[src/rtl/elastic_pipeline_register.sv]
// elastic_pipeline_register
// Chain of DEPTH ready/valid register slices, each holding a main entry and a
// one-entry skid buffer. Upstream ready of every slice is taken from its
// registered skid-valid bit, so there is no combinational path from out_ready
// to in_ready while full throughput (one word per cycle) is kept.
// A synchronous flush squashes every held word; occupancy counts the words
// held across all slices (main + skid).

module elastic_pipeline_register #(
  parameter int WIDTH         = 32,
  parameter int DEPTH         = 1,
  parameter bit ZERO_ON_FLUSH = 1'b1,
  localparam int OCC_W        = $clog2(2*DEPTH+1)
) (
  input  logic             clk,
  input  logic             reset,
  input  logic             flush,
  input  logic             in_valid,
  output logic             in_ready,
  input  logic [WIDTH-1:0] in_data,
  output logic             out_valid,
  input  logic             out_ready,
  output logic [WIDTH-1:0] out_data,
  output logic [OCC_W-1:0] occupancy
);

  // Per-slice state: main entry feeds the downstream side, skid catches the
  // word that arrives in the cycle the downstream side first stalls.
  logic [DEPTH-1:0] main_vld_q, main_vld_d;
  logic [DEPTH-1:0] skid_vld_q, skid_vld_d;
  logic [WIDTH-1:0] main_dat_q [DEPTH];
  logic [WIDTH-1:0] main_dat_d [DEPTH];
  logic [WIDTH-1:0] skid_dat_q [DEPTH];
  logic [WIDTH-1:0] skid_dat_d [DEPTH];

  // Slice-to-slice wiring: slice k's downstream side is slice k+1's upstream.
  logic [DEPTH-1:0] up_vld;
  logic [WIDTH-1:0] up_dat [DEPTH];
  logic [DEPTH-1:0] dn_rdy;
  logic [DEPTH-1:0] accept;
  logic [DEPTH-1:0] drain;

  logic [OCC_W-1:0] occ_q, occ_d;
  logic             in_hs;
  logic             out_hs;

  for (genvar k = 0; k < DEPTH; k++) begin : g_link
    if (k == 0) begin : g_head
      assign up_vld[k] = in_valid;
      assign up_dat[k] = in_data;
    end else begin : g_mid_up
      assign up_vld[k] = main_vld_q[k-1];
      assign up_dat[k] = main_dat_q[k-1];
    end

    if (k == DEPTH-1) begin : g_tail
      assign dn_rdy[k] = out_ready;
    end else begin : g_mid_dn
      assign dn_rdy[k] = ~skid_vld_q[k+1];
    end

    // A slice takes a word whenever its skid is free; it hands one on when
    // its main entry is valid and the next stage is ready.
    assign accept[k] = up_vld[k] & ~skid_vld_q[k];
    assign drain[k]  = main_vld_q[k] & dn_rdy[k];
  end

  // Next-state of every slice; flush overrides any transfer in that cycle.
  always_comb begin
    main_vld_d = main_vld_q;
    skid_vld_d = skid_vld_q;
    main_dat_d = main_dat_q;
    skid_dat_d = skid_dat_q;
    for (int k = 0; k < DEPTH; k++) begin
      if (flush) begin
        main_vld_d[k] = 1'b0;
        skid_vld_d[k] = 1'b0;
        if (ZERO_ON_FLUSH) begin
          main_dat_d[k] = '0;
          skid_dat_d[k] = '0;
        end
      end else if (drain[k]) begin
        if (skid_vld_q[k]) begin
          // Skid word moves forward; accept is impossible while skid is full.
          main_dat_d[k] = skid_dat_q[k];
          skid_vld_d[k] = 1'b0;
        end else if (accept[k]) begin
          // Pass-through: drain and refill on the same edge, no bubble.
          main_dat_d[k] = up_dat[k];
        end else begin
          main_vld_d[k] = 1'b0;
        end
      end else if (accept[k]) begin
        if (!main_vld_q[k]) begin
          main_vld_d[k] = 1'b1;
          main_dat_d[k] = up_dat[k];
        end else begin
          // Main is stalled downstream: park the word in the skid.
          skid_vld_d[k] = 1'b1;
          skid_dat_d[k] = up_dat[k];
        end
      end
    end
  end

  // Valid bits of all slices.
  always_ff @(posedge clk or negedge reset) begin
    if (!reset) begin
      main_vld_q <= '0;
      skid_vld_q <= '0;
    end else begin
      main_vld_q <= main_vld_d;
      skid_vld_q <= skid_vld_d;
    end
  end

  if (ZERO_ON_FLUSH) begin : g_dat_rst
    // Payload registers, cleared by reset so idle outputs read as zero.
    always_ff @(posedge clk or negedge reset) begin
      if (!reset) begin
        for (int k = 0; k < DEPTH; k++) begin
          main_dat_q[k] <= '0;
          skid_dat_q[k] <= '0;
        end
      end else begin
        main_dat_q <= main_dat_d;
        skid_dat_q <= skid_dat_d;
      end
    end
  end else begin : g_dat_norst
    // Payload registers without reset; only valid bits carry meaning.
    always_ff @(posedge clk) begin
      main_dat_q <= main_dat_d;
      skid_dat_q <= skid_dat_d;
    end
  end

  assign in_hs  = in_valid & in_ready;
  assign out_hs = out_valid & out_ready;

  // Word count across the chain: external handshakes only, internal moves net 0.
  always_comb begin
    occ_d = occ_q;
    if (flush) begin
      occ_d = '0;
    end else if (in_hs && !out_hs) begin
      occ_d = occ_q + OCC_W'(1);
    end else if (out_hs && !in_hs) begin
      occ_d = occ_q - OCC_W'(1);
    end
  end

  // Occupancy register.
  always_ff @(posedge clk or negedge reset) begin
    if (!reset) begin
      occ_q <= '0;
    end else begin
      occ_q <= occ_d;
    end
  end

  assign in_ready  = ~skid_vld_q[0];
  assign out_valid = main_vld_q[DEPTH-1];
  assign out_data  = main_dat_q[DEPTH-1];
  assign occupancy = occ_q;

endmodule

[config.mk]
export PLATFORM = sky130hd
export DESIGN_NAME = elastic_pipeline_register
export DESIGN_NICKNAME = d
export VERILOG_FILES = /design/src/rtl/elastic_pipeline_register.sv
export SDC_FILE = /design/constraint.sdc
export NUM_CORES = 1
export LEC_CHECK = 0
export ABC_CLOCK_PERIOD_IN_PS = 1500
export CORE_MARGIN = 2
export CORE_UTILIZATION = 35
export CTS_CLUSTER_SIZE = 28
export DETAILED_ROUTE_END_ITERATION = 8
export PLACE_DENSITY = 0.71
export SETUP_SLACK_MARGIN = 0.05
export SLEW_MARGIN = 20
export SYNTH_ARGS = -nofsm -noshare
export SYNTH_HDL_FRONTEND = slang
export SYNTH_SLANG_ARGS = --single-unit
[constraint.sdc]
create_clock -name clk -period 1.5 [get_ports clk]
set_clock_uncertainty 0.2 [all_clocks]
set_input_delay 0.45 -clock clk [delete_from_list [all_inputs] [get_ports clk]]
set_output_delay 0.45 -clock clk [all_outputs]
set_load 0.03 [all_outputs]
Yosys cells after proc, flatten, opt, wreduce, memory -nomap -nowiden
Cells that the tools add are included.
{"block": "classes", "eq_ne": 4, "n_mux": 22, "add_sub_neg": 2, "reduce_logical": 14, "bitwise": 3}
{"cell": "$mux 32", "count": 10}
{"cell": "$reduce_bool 3->1", "count": 4}
{"cell": "$mux 1", "count": 9}
{"cell": "$reduce_and 3->1", "count": 3}
{"cell": "$mux 2", "count": 3}
{"cell": "$ne 3x3->1 const B", "count": 2}
{"cell": "$reduce_bool 2->1", "count": 2}
{"cell": "$ne 3x2->1 const B", "count": 1}
{"cell": "$add 2x1->2 const B", "count": 1}
{"cell": "$and 1x1->1", "count": 2}
{"cell": "$logic_and 1x1->1", "count": 2}
{"cell": "$logic_not 1->1", "count": 2}
{"cell": "$ne 2x2->1 const B", "count": 1}
{"cell": "$reduce_and 2->1", "count": 1}
{"cell": "$sub 2x1->2 const B", "count": 1}
{"cell": "$not 1->1", "count": 1}
{"block": "word_totals", "wordCells": 50, "out_inout_bits": 36, "input_bits": 37, "reg_bits": 68}

Depth between registers and ports, before layout
Gate-level depths: netlist of the first run.
{"block": "depth", "ltp_word": 7, "mapped_depth": 5, "ltp_nobuf": 3}

Worst setup path after synthesis of the first run
OpenSTA, ideal clock, no wires.
{"block": "synth_path", "path_kind": "reg-to-reg", "from": "register main_vld_q (netlist: out_valid)", "to": "register skid_dat_q[0] in the netlist's numbering", "setup_time_ns": 0.127, "setup_slack_ns": -0.229, "arrival_ns": 1.401, "stages_incl_launch_ff": 4, "n_path_buf": 1, "synth_period_minus_slack_ns": 1.729, "cell_sequence": "dfrtp_1 -> a41oi_2 -> buf_6 -> mux2_1"}
{"block": "synth_via", "elab_chain_len": 3, "elab_cells_between_ends": 4}
{"item": "start: declaration", "line": "29", "source": "logic [DEPTH-1:0] main_vld_q, main_vld_d;"}
{"item": "start signal: assignment", "line": "112", "source": "main_vld_q <= main_vld_d;"}
{"item": "$and 1x1->1", "line": "65", "source": "assign drain[k] = main_vld_q[k] & dn_rdy[k];"}
{"item": "$ne 2x2->1 (no line)"}
{"item": "$reduce_and 3->1 (no line) (*)"}
{"item": "end signal: assignment", "line": "127", "source": "skid_dat_q <= skid_dat_d;"}
{"item": "end: declaration", "line": "33", "source": "logic [WIDTH-1:0] skid_dat_q [DEPTH];"}
Mark *: on every way between the ends. The rest lies on a longest branch, timed or not.
A chain may end at the register's enable or synchronous reset.

Worst setup path in the final report of the first run
{"block": "layout_path", "from": "register main_vld_q (netlist: out_valid)", "to": "register main_dat_q (netlist bit out_data[13])"}
{"block": "layout_via", "elab_chain_len": 3, "elab_cells_between_ends": 6}
{"item": "$and 1x1->1", "line": "65"}
{"item": "$ne 3x2->1 (no line) (tied with other cells)"}
{"item": "$reduce_and 3->1 (no line) or $mux 32 (tied branches)"}
{"item": "end signal: assignment", "line": "126", "source": "main_dat_q <= main_dat_d;"}
{"item": "end: declaration", "line": "31", "source": "logic [WIDTH-1:0] main_dat_q [DEPTH];"}
Parallel ways exist; a longest one is shown, timed or not.

==> reports/metrics.csv, run 1 <==
stage;metric;value;unit
sta;slew_headroom;76.7;%
global_routing;grt_start_max_net_pins;38;
power;finalPower;0.00513;W
sta;max_freq;0.575;GHz
detailed_routing;route.vias.total;2799;
final_layout;final_cells;550;
floorplanning;die_h;102;um
detailed_routing;wl_per_cell;19.2;um
status;outcome;finished, violations left;
clocking;cts_tree;built;
power;clkPwrFrac;25.5;%
worst_hold_path;hold_class;in -> reg;
floorplanning;ios;73;
logic_synthesis;synth_top_area_cell;dfrtp_1;
logic_synthesis;syn_nets;314;
power;sw_frac_of_total;31.6;%
sta;rsz0062_at_grt;yes;
final_layout;antenna_cells;0;
logic_synthesis;async_flop_share;100;%
power;p_comb_share;32.5;%
power;powerDensity;868;mW/mm^2
clocking;clk_latency;0.34;ns
clocking;root_buffer;clkbuf_8;
placement;gp_congestion;0.776;
power;ir_drop;495;uV
critical_path;startpoint_type;flop;
logic_synthesis;synth_area;0.00337;sq mm
floorplanning;fp.dieArea;0.0104;sq mm
clocking;cts_max_path_buffers;2;
clocking;clk_pin_slew;0.08;ns
detailed_routing;drt-pass1-iter-count;4;
detailed_routing;drc;0;
detailed_routing;drt-vias-per-instance;5.09;
final_layout;nets;453;
logic_synthesis;synthMuxAreaShare;10.7;%
detailed_routing;drt_iter0_drc;101;
global_routing;antenna_found_initial;0;
logic_synthesis;ys.flop_type;dfrtp_1;
critical_path;cp-end-kind;flop;
logic_synthesis;yosysUniqueCellTypes;29;
logic_synthesis;synth_fa_ha_area_share;0;%
floorplanning;rows;35;
power;seqPwrFrac;42.0;%
floorplanning;initial_core_util;36.3;%
power;leakage;2.57;nW
status;violations;negative setup slack;
final_layout;final_area;0.00591;sq mm
final_layout;syn2layout_area_growth;75.6;%
critical_path;critical_path_required;1.55;ns
detailed_routing;drtAntennaViolNets;0;
detailed_routing;wl;10.6;mm
critical_path;crit_type;reg -> reg;
logic_synthesis;synth_top_family_by_area;compound AO/OA/AOI/OAI gates;
sta;hold_viol;0;
placement;placed_cells;480;
critical_path;cp.arrival;1.78;ns
logic_synthesis;ys_top_cells_by_area;dfrtp_1 (51%), a211oi_2 (11%), mux2_1 (10%);
global_routing;grt_usage;21.4;%
placement;place_area;0.00462;sq mm
logic_synthesis;synth_top_area_share;50.5;%
final_layout;drive_above_1_share;57.0;%
sta;setup_slack;-0.239;ns
logic_synthesis;synth_xor_area_share;0.669;%
sta;tightest_slew;0.349;ns
floorplanning;die_w;102;um
global_routing;grt_remaining_overflow;0;
floorplanning;fp.coreArea;0.00928;sq mm
sta;period_needed;1.74;ns
power;p_switching;0.00162;W
logic_synthesis;synth_compound_area_share;21.6;%
sta;slew_violations;0;
placement;dp_hpwl;5.55;mm
placement;io_buffers;72;
logic_synthesis;ys_seq_area_share;50.5;%
logic_synthesis;synthSimpleGateAreaFrac;8.25;%
placement;pre_cts_ws;-0.710;ns
clocking;clock_sinks;68;
final_layout;nFillCells;712;
logic_synthesis;synth_seq_cells;68;
sta;fin_crit_sh;116;%
global_routing;grt_pass1_wl;16.8;mm
clocking;h-tree-depth;3;
logic_synthesis;syn-mean-instance-area;12.2;sq um
logic_synthesis;synth_edf_count;0;
critical_path;crit_fanout;7;
clocking;cts_buffers;9;
global_routing;grt_pass1_vias;2944;
logic_synthesis;synthCells;277;
job;drv_cap;0;
logic_synthesis;yosys_warnings;0;
power;p_int;0.00351;W
sta;setup_viol;102;
==> critical path: stages, from the launching register on <==
cell and delay [ns]:
dfrtp_2 0.46, buf_6 0.13, nor2b_4 0.16, buf_6 0.12
a21o_4 0.22, buf_12 0.16, a211oi_2 0.18
==> cell usage after synthesis, drive strengths merged, types with 2 or more instances <==
library cell / count
a21oi: 2
clkbuf: 6
nand3: 2
dfrtp: 68
nand2: 2
nor2: 2
o32ai: 32
inv: 35
nor2b: 34
buf: 18
a211oi: 32
mux2: 32
==> cell usage in the layout (no fill, tap or decap), types with 2 or more instances in the layout <==
master           Yosys  final
dfrtp_1             68     67
buf_6                6     51
buf_4                0     40
inv_1               34     33
nor2b_1             34     32
mux2_4               0     32
a211oi_2            30     32
clkdlybuf4s50_1      0     32
buf_12               0     18
o32ai_2              0     17
o32ai_4              0     15
clkbuf_8             0      9
buf_16               0      5
clkinv_2             0      4
a21o_4               0      3
inv_2                1      2
nor2b_4              0      2
nor2_1               2      2
a21oi_1              2      2
clkbuf_1             6      2
==> cell families (layout without fill, tap and decap cells) <==
group	count (synthesis)	in the layout
AO/OA/AOI/OAI	71	73
flip-flops	68	68
buffers and inverters	59	201
AND/OR/NAND/NOR	46	46
multiplexers	32	32
XOR/XNOR	1	1
==> per-layer routing <==
metal	up-vias	routed length [um]	global-route usage [%]
met4	0	87	3.49
met2	74	5190	35.2
li1	1284	-	-
met5	-	0	0
met3	9	542	4.99
met1	1432	4740	29.5
==> sequential cells by signal, summed over array words and instances (netlist names) <==
signal	count
out_data	32
out_valid	1
skid_dat_q	32
skid_vld_q	1
occupancy	2
==> area by class of cell <==
type / count / area (sq um) / share of cell area [%]
timing repair buffer: 150 / 1740 / 29.4
sequential: 68 / 1700 / 28.8
clock buffer: 11 / 131 / 2.22
multi-input combinational: 152 / 2020 / 34.2
clock inverter: 5 / 28.8 / 0.487
inverter: 35 / 131 / 2.22
tap: 129 / 161 / 2.73
==> worst paths after layout <==
path / from / endpoint / slack [ns] / cells after the start
setup / recovery: out_valid / out_data[13] / -0.24 / 6
hold / removal: flush / occupancy[0] / 0.28 / 3
setup reg to reg: out_valid / out_data[13] / -0.24 / 6
hold reg to reg: skid_dat_q[8] / skid_dat_q[8] / 0.34 / 1
max in group asynchronous: reset / out_data[9] / 0.29 / 3
min in group asynchronous: reset / out_data[17] / 0.35 / 2
==> power groups by stage <==
stage	clock [W]	combinational, W	sequential [W]
2_1_floorplan	0	0.000578	0.00232
3_3_place_gp	0	0.00117	0.00215
3_5_place_dp	0	0.00119	0.00216
4_1_cts	0.00134	0.00162	0.00215
5_1_grt	0.00142	0.00176	0.00217
6_report	0.00131	0.00167	0.00215
==> stage by stage <==
step	hold WS (ns)	util [%]	TNS, ns
final	0.278	63.7	-12.70
after global routing	0.287	63.7	-17.17
after CTS	0.272	62.6	-13.46
after floorplan	-0.0456	-	-6.33
after global placement	0.170	49.7	-44.00
after detailed placement	0.176	49.7	-45.28
==> repair_timing <==
action,4_1_cts,5_1_grt
hold buffers,1,0
cloned,9,0
gates resized for setup,114,9
pin swaps,31,14
endpoints found under the hold margin,19,0
endpoints found under the setup margin,102,102
setup buffers,33,18
Note: power is estimated with default switching activity, not from simulation.
==> inputs of run 2 (changes only) <==
--- a/config.mk
+++ b/config.mk
@@ -6,6 +6,7 @@
 export NUM_CORES = 1
 export LEC_CHECK = 0
 export ABC_CLOCK_PERIOD_IN_PS = 1500
+export CAP_MARGIN = 25
 export CORE_MARGIN = 2
 export CORE_UTILIZATION = 35
 export CTS_CLUSTER_SIZE = 28
==> results of run 2 <==
Same layout as run 1: the final DEF is identical, and so are final timing and power.
